### src/rtl/forwarding_scoreboard_if.sv
`timescale 1ns/1ps
`default_nettype none
// ============================================================================
// Module   : forwarding_scoreboard_if
// Purpose  : ID-side issue/hazard bundle between the decode stage and the
//            forwarding scoreboard.
// Revision : 1.0 - initial release
// ============================================================================
interface forwarding_scoreboard_if #(
    parameter int STAGES = 3,
    parameter int NSRC   = 2,
    parameter int REG_W  = 5,
    parameter int CNT_W  = 16
);
    localparam int SELW = $clog2(STAGES);

    logic                    issue_valid_i;
    logic                    issue_regwrite_i;
    logic                    issue_is_load_i;
    logic [REG_W-1:0]        issue_rd_i;
    logic [NSRC*REG_W-1:0]   id_rs_i;
    logic [NSRC-1:0]         id_rs_use_i;
    logic                    hold_i;
    logic                    flush_i;
    logic                    stall_o;
    logic [NSRC*SELW-1:0]    fwd_sel_o;
    logic [CNT_W-1:0]        stall_cnt_o;

    modport master (
        output issue_valid_i, issue_regwrite_i, issue_is_load_i, issue_rd_i,
        output id_rs_i, id_rs_use_i, hold_i, flush_i,
        input  stall_o, fwd_sel_o, stall_cnt_o
    );

    modport slave (
        input  issue_valid_i, issue_regwrite_i, issue_is_load_i, issue_rd_i,
        input  id_rs_i, id_rs_use_i, hold_i, flush_i,
        output stall_o, fwd_sel_o, stall_cnt_o
    );
endinterface
`default_nettype wire

### src/rtl/forwarding_scoreboard.sv
`timescale 1ns/1ps
`default_nettype none
// ============================================================================
// Module   : forwarding_scoreboard
// Purpose  : Tracks in-flight destination tags beside ID, raises load-use
//            stalls and registers per-source forwarding selects for EX.
// Revision : 1.0 - initial release
// ============================================================================
module forwarding_scoreboard #(
    parameter int STAGES   = 3,
    parameter int NSRC     = 2,
    parameter int REG_W    = 5,
    parameter int LOAD_LAT = 1,
    parameter int CNT_W    = 16
) (
    input  logic                  clk_i,
    input  logic                  rst_i,
    forwarding_scoreboard_if.slave bus
);
    localparam int SELW  = $clog2(STAGES);
    localparam int NSLOT = STAGES - 1;
    localparam logic [SELW-1:0] RDY_ALU  = SELW'(1);
    localparam logic [SELW-1:0] RDY_LOAD = SELW'(1 + LOAD_LAT);

    logic [NSLOT-1:0]                vld_q, vld_d;
    logic [NSLOT-1:0]                wr_q,  wr_d;
    logic [NSLOT-1:0][REG_W-1:0]     rd_q,  rd_d;
    logic [NSLOT-1:0][SELW-1:0]      rdy_q, rdy_d;
    logic [NSRC-1:0][SELW-1:0]       sel_q, sel_d, sel_nxt;
    logic [CNT_W-1:0]                cnt_q, cnt_d;
    logic [NSRC-1:0]                 hazard;
    logic                            stall;

    // Scanning from the oldest slot down lets the youngest producer overwrite.
    always_comb begin
        logic [REG_W-1:0] rs;
        logic             hit;
        logic [SELW-1:0]  win_sel;
        logic [SELW-1:0]  win_rdy;
        rs      = '0;
        hit     = 1'b0;
        win_sel = '0;
        win_rdy = '0;
        hazard  = '0;
        sel_nxt = '0;
        for (int j = 0; j < NSRC; j++) begin
            rs      = bus.id_rs_i[j*REG_W +: REG_W];
            hit     = 1'b0;
            win_sel = '0;
            win_rdy = '0;
            for (int s = NSLOT - 1; s >= 0; s--) begin
                if (vld_q[s] && wr_q[s] && (rd_q[s] == rs)) begin
                    hit     = 1'b1;
                    win_sel = SELW'(s + 1);
                    win_rdy = rdy_q[s];
                end
            end
            if (hit && (rs != '0) && bus.id_rs_use_i[j] && bus.issue_valid_i) begin
                if (win_sel < win_rdy) begin
                    hazard[j] = 1'b1;
                end else begin
                    sel_nxt[j] = win_sel;
                end
            end
        end
    end

    assign stall = (|hazard) && !bus.flush_i;

    always_comb begin
        vld_d = vld_q;
        wr_d  = wr_q;
        rd_d  = rd_q;
        rdy_d = rdy_q;
        sel_d = sel_q;
        cnt_d = cnt_q;
        if (!bus.hold_i) begin
            for (int k = NSLOT - 1; k > 0; k--) begin
                vld_d[k] = vld_q[k-1];
                wr_d[k]  = wr_q[k-1];
                rd_d[k]  = rd_q[k-1];
                rdy_d[k] = rdy_q[k-1];
            end
            vld_d[0] = 1'b0;
            wr_d[0]  = 1'b0;
            rd_d[0]  = '0;
            rdy_d[0] = RDY_ALU;
            sel_d    = '0;
            if (stall) begin
                if (cnt_q != '1) begin
                    cnt_d = cnt_q + CNT_W'(1);
                end
            end else if (!bus.flush_i) begin
                vld_d[0] = bus.issue_valid_i;
                wr_d[0]  = bus.issue_regwrite_i;
                rd_d[0]  = bus.issue_rd_i;
                rdy_d[0] = bus.issue_is_load_i ? RDY_LOAD : RDY_ALU;
                sel_d    = sel_nxt;
            end
        end
    end

    always_ff @(posedge clk_i or posedge rst_i) begin
        if (rst_i) begin
            vld_q <= '0;
            wr_q  <= '0;
            rd_q  <= '0;
            rdy_q <= '0;
            sel_q <= '0;
            cnt_q <= '0;
        end else begin
            vld_q <= vld_d;
            wr_q  <= wr_d;
            rd_q  <= rd_d;
            rdy_q <= rdy_d;
            sel_q <= sel_d;
            cnt_q <= cnt_d;
        end
    end

    assign bus.stall_o     = stall;
    assign bus.fwd_sel_o   = sel_q;
    assign bus.stall_cnt_o = cnt_q;
endmodule
`default_nettype wire

### src/flat_wrapper.sv
// flat-port wrapper written by rule: the top's interface ports become plain ports
module forwarding_scoreboard_flat 
#(
    parameter int STAGES   = 3,
    parameter int NSRC     = 2,
    parameter int REG_W    = 5,
    parameter int LOAD_LAT = 1,
    parameter int CNT_W    = 16
)
  (clk_i, rst_i, bus_issue_valid_i, bus_issue_regwrite_i, bus_issue_is_load_i, bus_issue_rd_i, bus_id_rs_i, bus_id_rs_use_i, bus_hold_i, bus_flush_i, bus_stall_o, bus_fwd_sel_o, bus_stall_cnt_o);
  forwarding_scoreboard_if #(.STAGES(STAGES), .NSRC(NSRC), .REG_W(REG_W), .CNT_W(CNT_W)) bus_i ();
  input  logic clk_i;
  input  logic rst_i;
  input wire logic [$bits(bus_i.issue_valid_i)-1:0] bus_issue_valid_i;
  input wire logic [$bits(bus_i.issue_regwrite_i)-1:0] bus_issue_regwrite_i;
  input wire logic [$bits(bus_i.issue_is_load_i)-1:0] bus_issue_is_load_i;
  input wire logic [$bits(bus_i.issue_rd_i)-1:0] bus_issue_rd_i;
  input wire logic [$bits(bus_i.id_rs_i)-1:0] bus_id_rs_i;
  input wire logic [$bits(bus_i.id_rs_use_i)-1:0] bus_id_rs_use_i;
  input wire logic [$bits(bus_i.hold_i)-1:0] bus_hold_i;
  input wire logic [$bits(bus_i.flush_i)-1:0] bus_flush_i;
  output wire logic [$bits(bus_i.stall_o)-1:0] bus_stall_o;
  output wire logic [$bits(bus_i.fwd_sel_o)-1:0] bus_fwd_sel_o;
  output wire logic [$bits(bus_i.stall_cnt_o)-1:0] bus_stall_cnt_o;
  assign bus_i.issue_valid_i = bus_issue_valid_i;
  assign bus_i.issue_regwrite_i = bus_issue_regwrite_i;
  assign bus_i.issue_is_load_i = bus_issue_is_load_i;
  assign bus_i.issue_rd_i = bus_issue_rd_i;
  assign bus_i.id_rs_i = bus_id_rs_i;
  assign bus_i.id_rs_use_i = bus_id_rs_use_i;
  assign bus_i.hold_i = bus_hold_i;
  assign bus_i.flush_i = bus_flush_i;
  assign bus_stall_o = bus_i.stall_o;
  assign bus_fwd_sel_o = bus_i.fwd_sel_o;
  assign bus_stall_cnt_o = bus_i.stall_cnt_o;
  forwarding_scoreboard #(.STAGES(STAGES), .NSRC(NSRC), .REG_W(REG_W), .LOAD_LAT(LOAD_LAT), .CNT_W(CNT_W)) u_core (.clk_i(clk_i), .rst_i(rst_i), .bus(bus_i));
endmodule
### config.mk
export PLATFORM = sky130hd
export DESIGN_NAME = forwarding_scoreboard_flat
export DESIGN_NICKNAME = d
export VERILOG_FILES = /design/src/rtl/forwarding_scoreboard_if.sv /design/src/rtl/forwarding_scoreboard.sv /design/src/flat_wrapper.sv
export SDC_FILE = /design/constraint.sdc
export NUM_CORES = 1
export LEC_CHECK = 0
export ABC_AREA = 0
export CORE_MARGIN = 4
export CORE_UTILIZATION = 54
export CTS_BUF_LIST = sky130_fd_sc_hd__clkbuf_8 sky130_fd_sc_hd__clkbuf_16
export CTS_CLUSTER_DIAMETER = 40
export DETAILED_ROUTE_END_ITERATION = 8
export PLACE_DENSITY = 0.84
export SLEW_MARGIN = 10
export SYNTH_ARGS = -nofsm -noshare
export SYNTH_HDL_FRONTEND = slang
export SYNTH_SLANG_ARGS = --single-unit
### constraint.sdc
create_clock -name clk_i -period 8.24 [get_ports clk_i]
set_input_delay 2.472 -clock clk_i [delete_from_list [all_inputs] [get_ports clk_i]]
set_output_delay 2.472 -clock clk_i [all_outputs]
set_load 0.005 [all_outputs]
Word level (Yosys, flattened, before mapping)
Index checks and enable logic that the tools add are counted.
{"block": "op_classes", "n_addsub": 1, "magnitude_cmp": 2, "eq_ne": 5, "muxes": 31, "bitwise_logic": 1, "n_reduce_logical": 18}
{"cell": "$mux 2", "count": 15}
{"cell": "$eq 5x5->1", "count": 4}
{"cell": "$add 16x1->16 const B", "count": 1}
{"cell": "$ne 16x16->1 const B", "count": 1}
{"cell": "$logic_and 1x1->1", "count": 13}
{"cell": "$mux 1", "count": 12}
{"cell": "$mux 5", "count": 2}
{"cell": "$reduce_bool 5->1", "count": 2}
{"cell": "$mux 4", "count": 2}
{"cell": "$lt 2x2->1", "count": 2}
{"cell": "$reduce_and 3->1", "count": 1}
{"cell": "$reduce_or 2->1", "count": 1}
{"cell": "$logic_not 1->1", "count": 1}
{"cell": "$not 1->1", "count": 1}
{"block": "word_totals", "ff_bits": 38, "in_bits": 24, "wordCells": 67}

Longest topological paths before layout
{"block": "logic_depth", "ltp_word": 11, "mapped_depth": 12, "mapped_depth_nobuf": 11}

Worst setup path before layout
Ideal clock, no wire load.
{"block": "synth_timing", "path_type": "input -> output", "from": "in bus_id_rs_i[8]", "to": "out bus_stall_o", "arrival_ns": 4.563, "required_ns": 5.768, "path_slack_ns": 1.205, "cell_stages": 10, "path_buffers": 0, "path_cell_list": "xor2_1 -> nor4_2 -> nand4_1 -> nor2_1 -> a22oi_1 -> ha_1 -> or3b_2 -> a221oi_4 -> nor2_1 -> nor2_1"}
{"block": "synth_via", "elab_chain_cells": 10, "elab_cells_between_ends": 19, "classes_between": "order compare (1); eq/ne (2); mux (8); reduce/logical (8)"}
{"element": "start: declaration", "line_no": "flat_wrapper.sv:18", "source": "input wire logic [$bits(bus_i.id_rs_i)-1:0] bus_id_rs_i;"}
{"element": "parallel branches: the longest is 7 deep, another holds $lt 2x2->1"}
{"element": "$mux 1 (*)", "line_no": "forwarding_scoreboard.sv:58", "source": "if (hit && (rs != '0) && bus.id_rs_use_i[j] && bus.issue_valid_i) begin"}
{"element": "$reduce_or 2->1 (*)", "line_no": "forwarding_scoreboard.sv:68", "source": "assign stall = (|hazard) && !bus.flush_i;"}
{"element": "$logic_and 1x1->1 (*)", "line_no": "forwarding_scoreboard.sv:68"}
{"element": "end: declaration", "line_no": "flat_wrapper.sv:22", "source": "output wire logic [$bits(bus_i.stall_o)-1:0] bus_stall_o;"}
Every way passes the cells marked *.

Worst setup path after layout
{"block": "layout_timing", "from": "in bus_id_rs_i[4]", "to": "out bus_stall_o"}
Same word-level chain as after synthesis.

==> flow_metrics.py <==
metrics = {
    "yosys": {
        "synth_top_area_frac": 0.461,
        "synth_cell_type_count": 36,
        "synthMostInstantiatedCell": "dfrtp_1",
        "async_reset_ff_frac": 1.00,
        "ys.flop_type": "dfrtp_1",
        "synth_fp_nets": 203,
        "synth_top_area_cell": "dfrtp_1",
        "avgSynthCellArea_sq_um": 11.7,
        "yosys-top-cells-count": "dfrtp_1 (38), xor2_1 (21), xnor2_1 (14), nand2_1 (11), mux2_2 (10)",
        "ys_warn_count": 0,
        "synth_area_sq_um": 2060,
        "ys_ff_latch": 38,
        "synth-edff-count": 0,
        "synth.top_cells.by_area": "dfrtp_1 (46%), xor2_1 (8.9%), xnor2_1 (5.9%)",
        "ys_seq_area_frac": 0.461,
        "synth_cells": 176,
    },
    "global_routing": {
        "grt_usage": 0.197,
        "grt_overflow": 0,
        "antenna_found_initial": 0,
        "grt_max_degree": 39,
        "grt_pass1_wl_um": 7730,
        "grt_pass1_vias": 1618,
    },
    "timing": {
        "setup_viol": 0,
        "worst_pin_slew_ns": 0.938,
        "period_share": 0.972,
        "tns_ns": 0,
        "skew_ns": 0.00921,
        "rsz0062_at_grt": "false",
        "period_minus_slack_ns": 8.01,
        "relSlewSlack": 0.373,
        "slew_violations": 0,
        "max_clock_freq_ghz": 0.125,
        "hold_violations": 0,
    },
    "drt": {
        "ant_nets": 0,
        "post-route-drc-count": 0,
        "drtPass1Iterations": 4,
        "drt_first_iter_violations": 102,
        "wl_um": 4560,
        "vias_per_cell": 5.76,
        "vias": 1577,
        "wl_per_cell_um": 16.6,
    },
    "clock_network": {
        "htree_levels": 2,
        "clockRootBuffer": "clkbuf_8",
        "clock_latency_ns": 0.29,
        "cts.path.max_buffers": 2,
        "ctsHoldBuffers": 0,
        "clk_pin_slew_ns": 0.07,
        "numCtsBuffers": 5,
        "cts_sinks": 38,
        "cts_tree": "yes",
    },
    "run_status": {
        "status": "complete, no violations",
    },
    "finish": {
        "fillCellCount": 280,
        "multiInputGateArea_sq_um": 1090,
        "regArea_sq_um": 951,
        "utilization": 0.720,
        "num_antenna_cells": 0,
        "area_growth_pct": 28.8,
        "nets": 254,
        "drive_gt1_frac": 0.164,
    },
    "setup_path": {
        "worstPathRequired_ns": 5.77,
        "cp-start-kind": "input port",
        "worst_setup_path_end_kind": "output pin",
        "cp_data_arrival_time_ns": 5.54,
        "cp_max_fo": 3,
        "path_class": "in2out",
    },
    "floorplan": {
        "core_sq_um": 3690,
        "rows": 22,
        "die_area_sq_um": 4870,
        "fp.dieH_um": 69.8,
        "start_util": 0.559,
        "top_level_ports": 45,
        "die_w_um": 69.8,
    },
    "pwr": {
        "cellPowerDensity_nw_per_um2": 143,
        "power.leakage_nw": 1.14,
        "p_total_w": 0.000380,
        "vdd_drop_max_mv": 0.117,
    },
    "placement": {
        "dp_hpwl_um": 3460,
        "gp_congestion": 0.880,
        "port_buffers": 44,
    },
    "job": {
        "max-cap-violations": 0,
    },
    "min_path": {
        "hold_class": "reg2reg",
    },
}
## registers in the layout (all words and copies together), names as in the netlist
| name | flops |
|---|---|
| u_core.vld_q | 2 |
| u_core.rd_q | 10 |
| u_core.bus.stall_cnt_o | 16 |
| u_core.bus.fwd_sel_o | 4 |
| u_core.rdy_q | 4 |
| u_core.wr_q | 2 |
## placed cells by master, fill, tap and decap left out, types with 2 or more instances in the layout
cell type and n:
o31ai_1 4, nor3_1 4, nor2_1 7, nor4_4 2
or2_2 2, nand4_1 5, nor4_2 2, nand2_1 11
nand3_1 7, buf_4 4, a22o_1 7, nor3b_2 3
ha_1 3, clkdlybuf4s50_1 44, nor2b_1 3, clkbuf_8 6
a22oi_1 2, mux2_2 10, nor4b_2 2, xor2_1 21
dfrtp_1 38, nor4_1 2, a221oi_4 2, or4_1 2
o21ai_1 2, xnor2_1 14, o21ai_0 6
## critical path, cell delays in order
cell and delay (ns):
clkdlybuf4s50_1 0.48, xor2_1 0.18, nor4_1 0.31, nand4_1 0.22
nor2_1 0.21, a22oi_1 0.10, ha_1 0.21, or3b_1 0.42
a221oi_4 0.21, nor2_1 0.10, nor2_1 0.11, clkdlybuf4s50_1 0.51
## per-layer routing
layer / share of wire / vias to the layer above / global-route usage
li1: - / 741 / -
met1: 0.47 / 775 / 0.268
met2: 0.47 / 52 / 0.315
met3: 0.047 / 9 / 0.0435
met4: 0.014 / 0 / 0.0553
met5: 0 / - / 0
## layout make-up
type	instances	share of cell area
Clock buffer	6	0.0311
Sequential cell	38	0.358
Inverter	1	0.00141
Timing Repair Buffer	48	0.177
Tap cell	48	0.0226
Multi-Input combinational cell	133	0.410
## final timing paths
kind / start / end / slack (ns) / cells past startpoint
max: bus_id_rs_i[4] / bus_stall_o / 0.23 / 12
min: u_core.bus.fwd_sel_o[3] / u_core.bus.fwd_sel_o[3] / 0.49 / 2
max reg2reg: u_core.rd_q[8] / u_core.bus.stall_cnt_o[12] / 5.03 / 12
min reg2reg: u_core.bus.fwd_sel_o[3] / u_core.bus.fwd_sel_o[3] / 0.49 / 2
max in group asynchronous: rst_i / u_core.bus.stall_cnt_o[3] / 5.32 / 3
min in group asynchronous: rst_i / u_core.rd_q[7] / 2.59 / 3
## through the flow
step	area (sq um)	hold slack (ns)	setup slack, ns	cells
3_5_place_dp	2560	0.476	0.135	267
5_1_grt	2660	0.507	0.00767	274
4_1_cts	2650	0.495	0.101	273
3_3_place_gp	2560	0.471	0.232	267
2_1_floorplan	2060	0.475	1.21	176
6_report	2660	0.492	0.232	274
## repair_timing
| action | 4_1_cts | 5_1_grt |
|---|---|---|
| endpoints found under the setup margin | 0 | 1 |
| buffers inserted | 0 | 1 |
| resized for setup | 0 | 1 |
## kinds of logic (layout without fill, tap and decap cells)
logic type                 Yosys count  count (layout)  share of synthesized area
adders and majority gates            3               3                     0.0182
and+or+nand+nor                     58              58                      0.189
AOI/OAI and AO/OA                   27              27                      0.115
buffers and inverters                5              55                     0.0127
DFF                                 38              38                      0.461
xor gates and xnor gates            35              35                      0.149
muxes                               10              10                     0.0546
## power breakdown
| group | switching [W] | total (W) | internal, W |
|---|---|---|---|
| registers | 0.0000108 | 0.000206 | 0.000195 |
| clock network | 0.0000598 | 0.000124 | 0.0000645 |
| logic | 0.0000219 | 0.0000495 | 0.0000276 |
| total | 0.0000925 | 0.000380 | 0.000287 |
(Power assumes the default switching activity.)
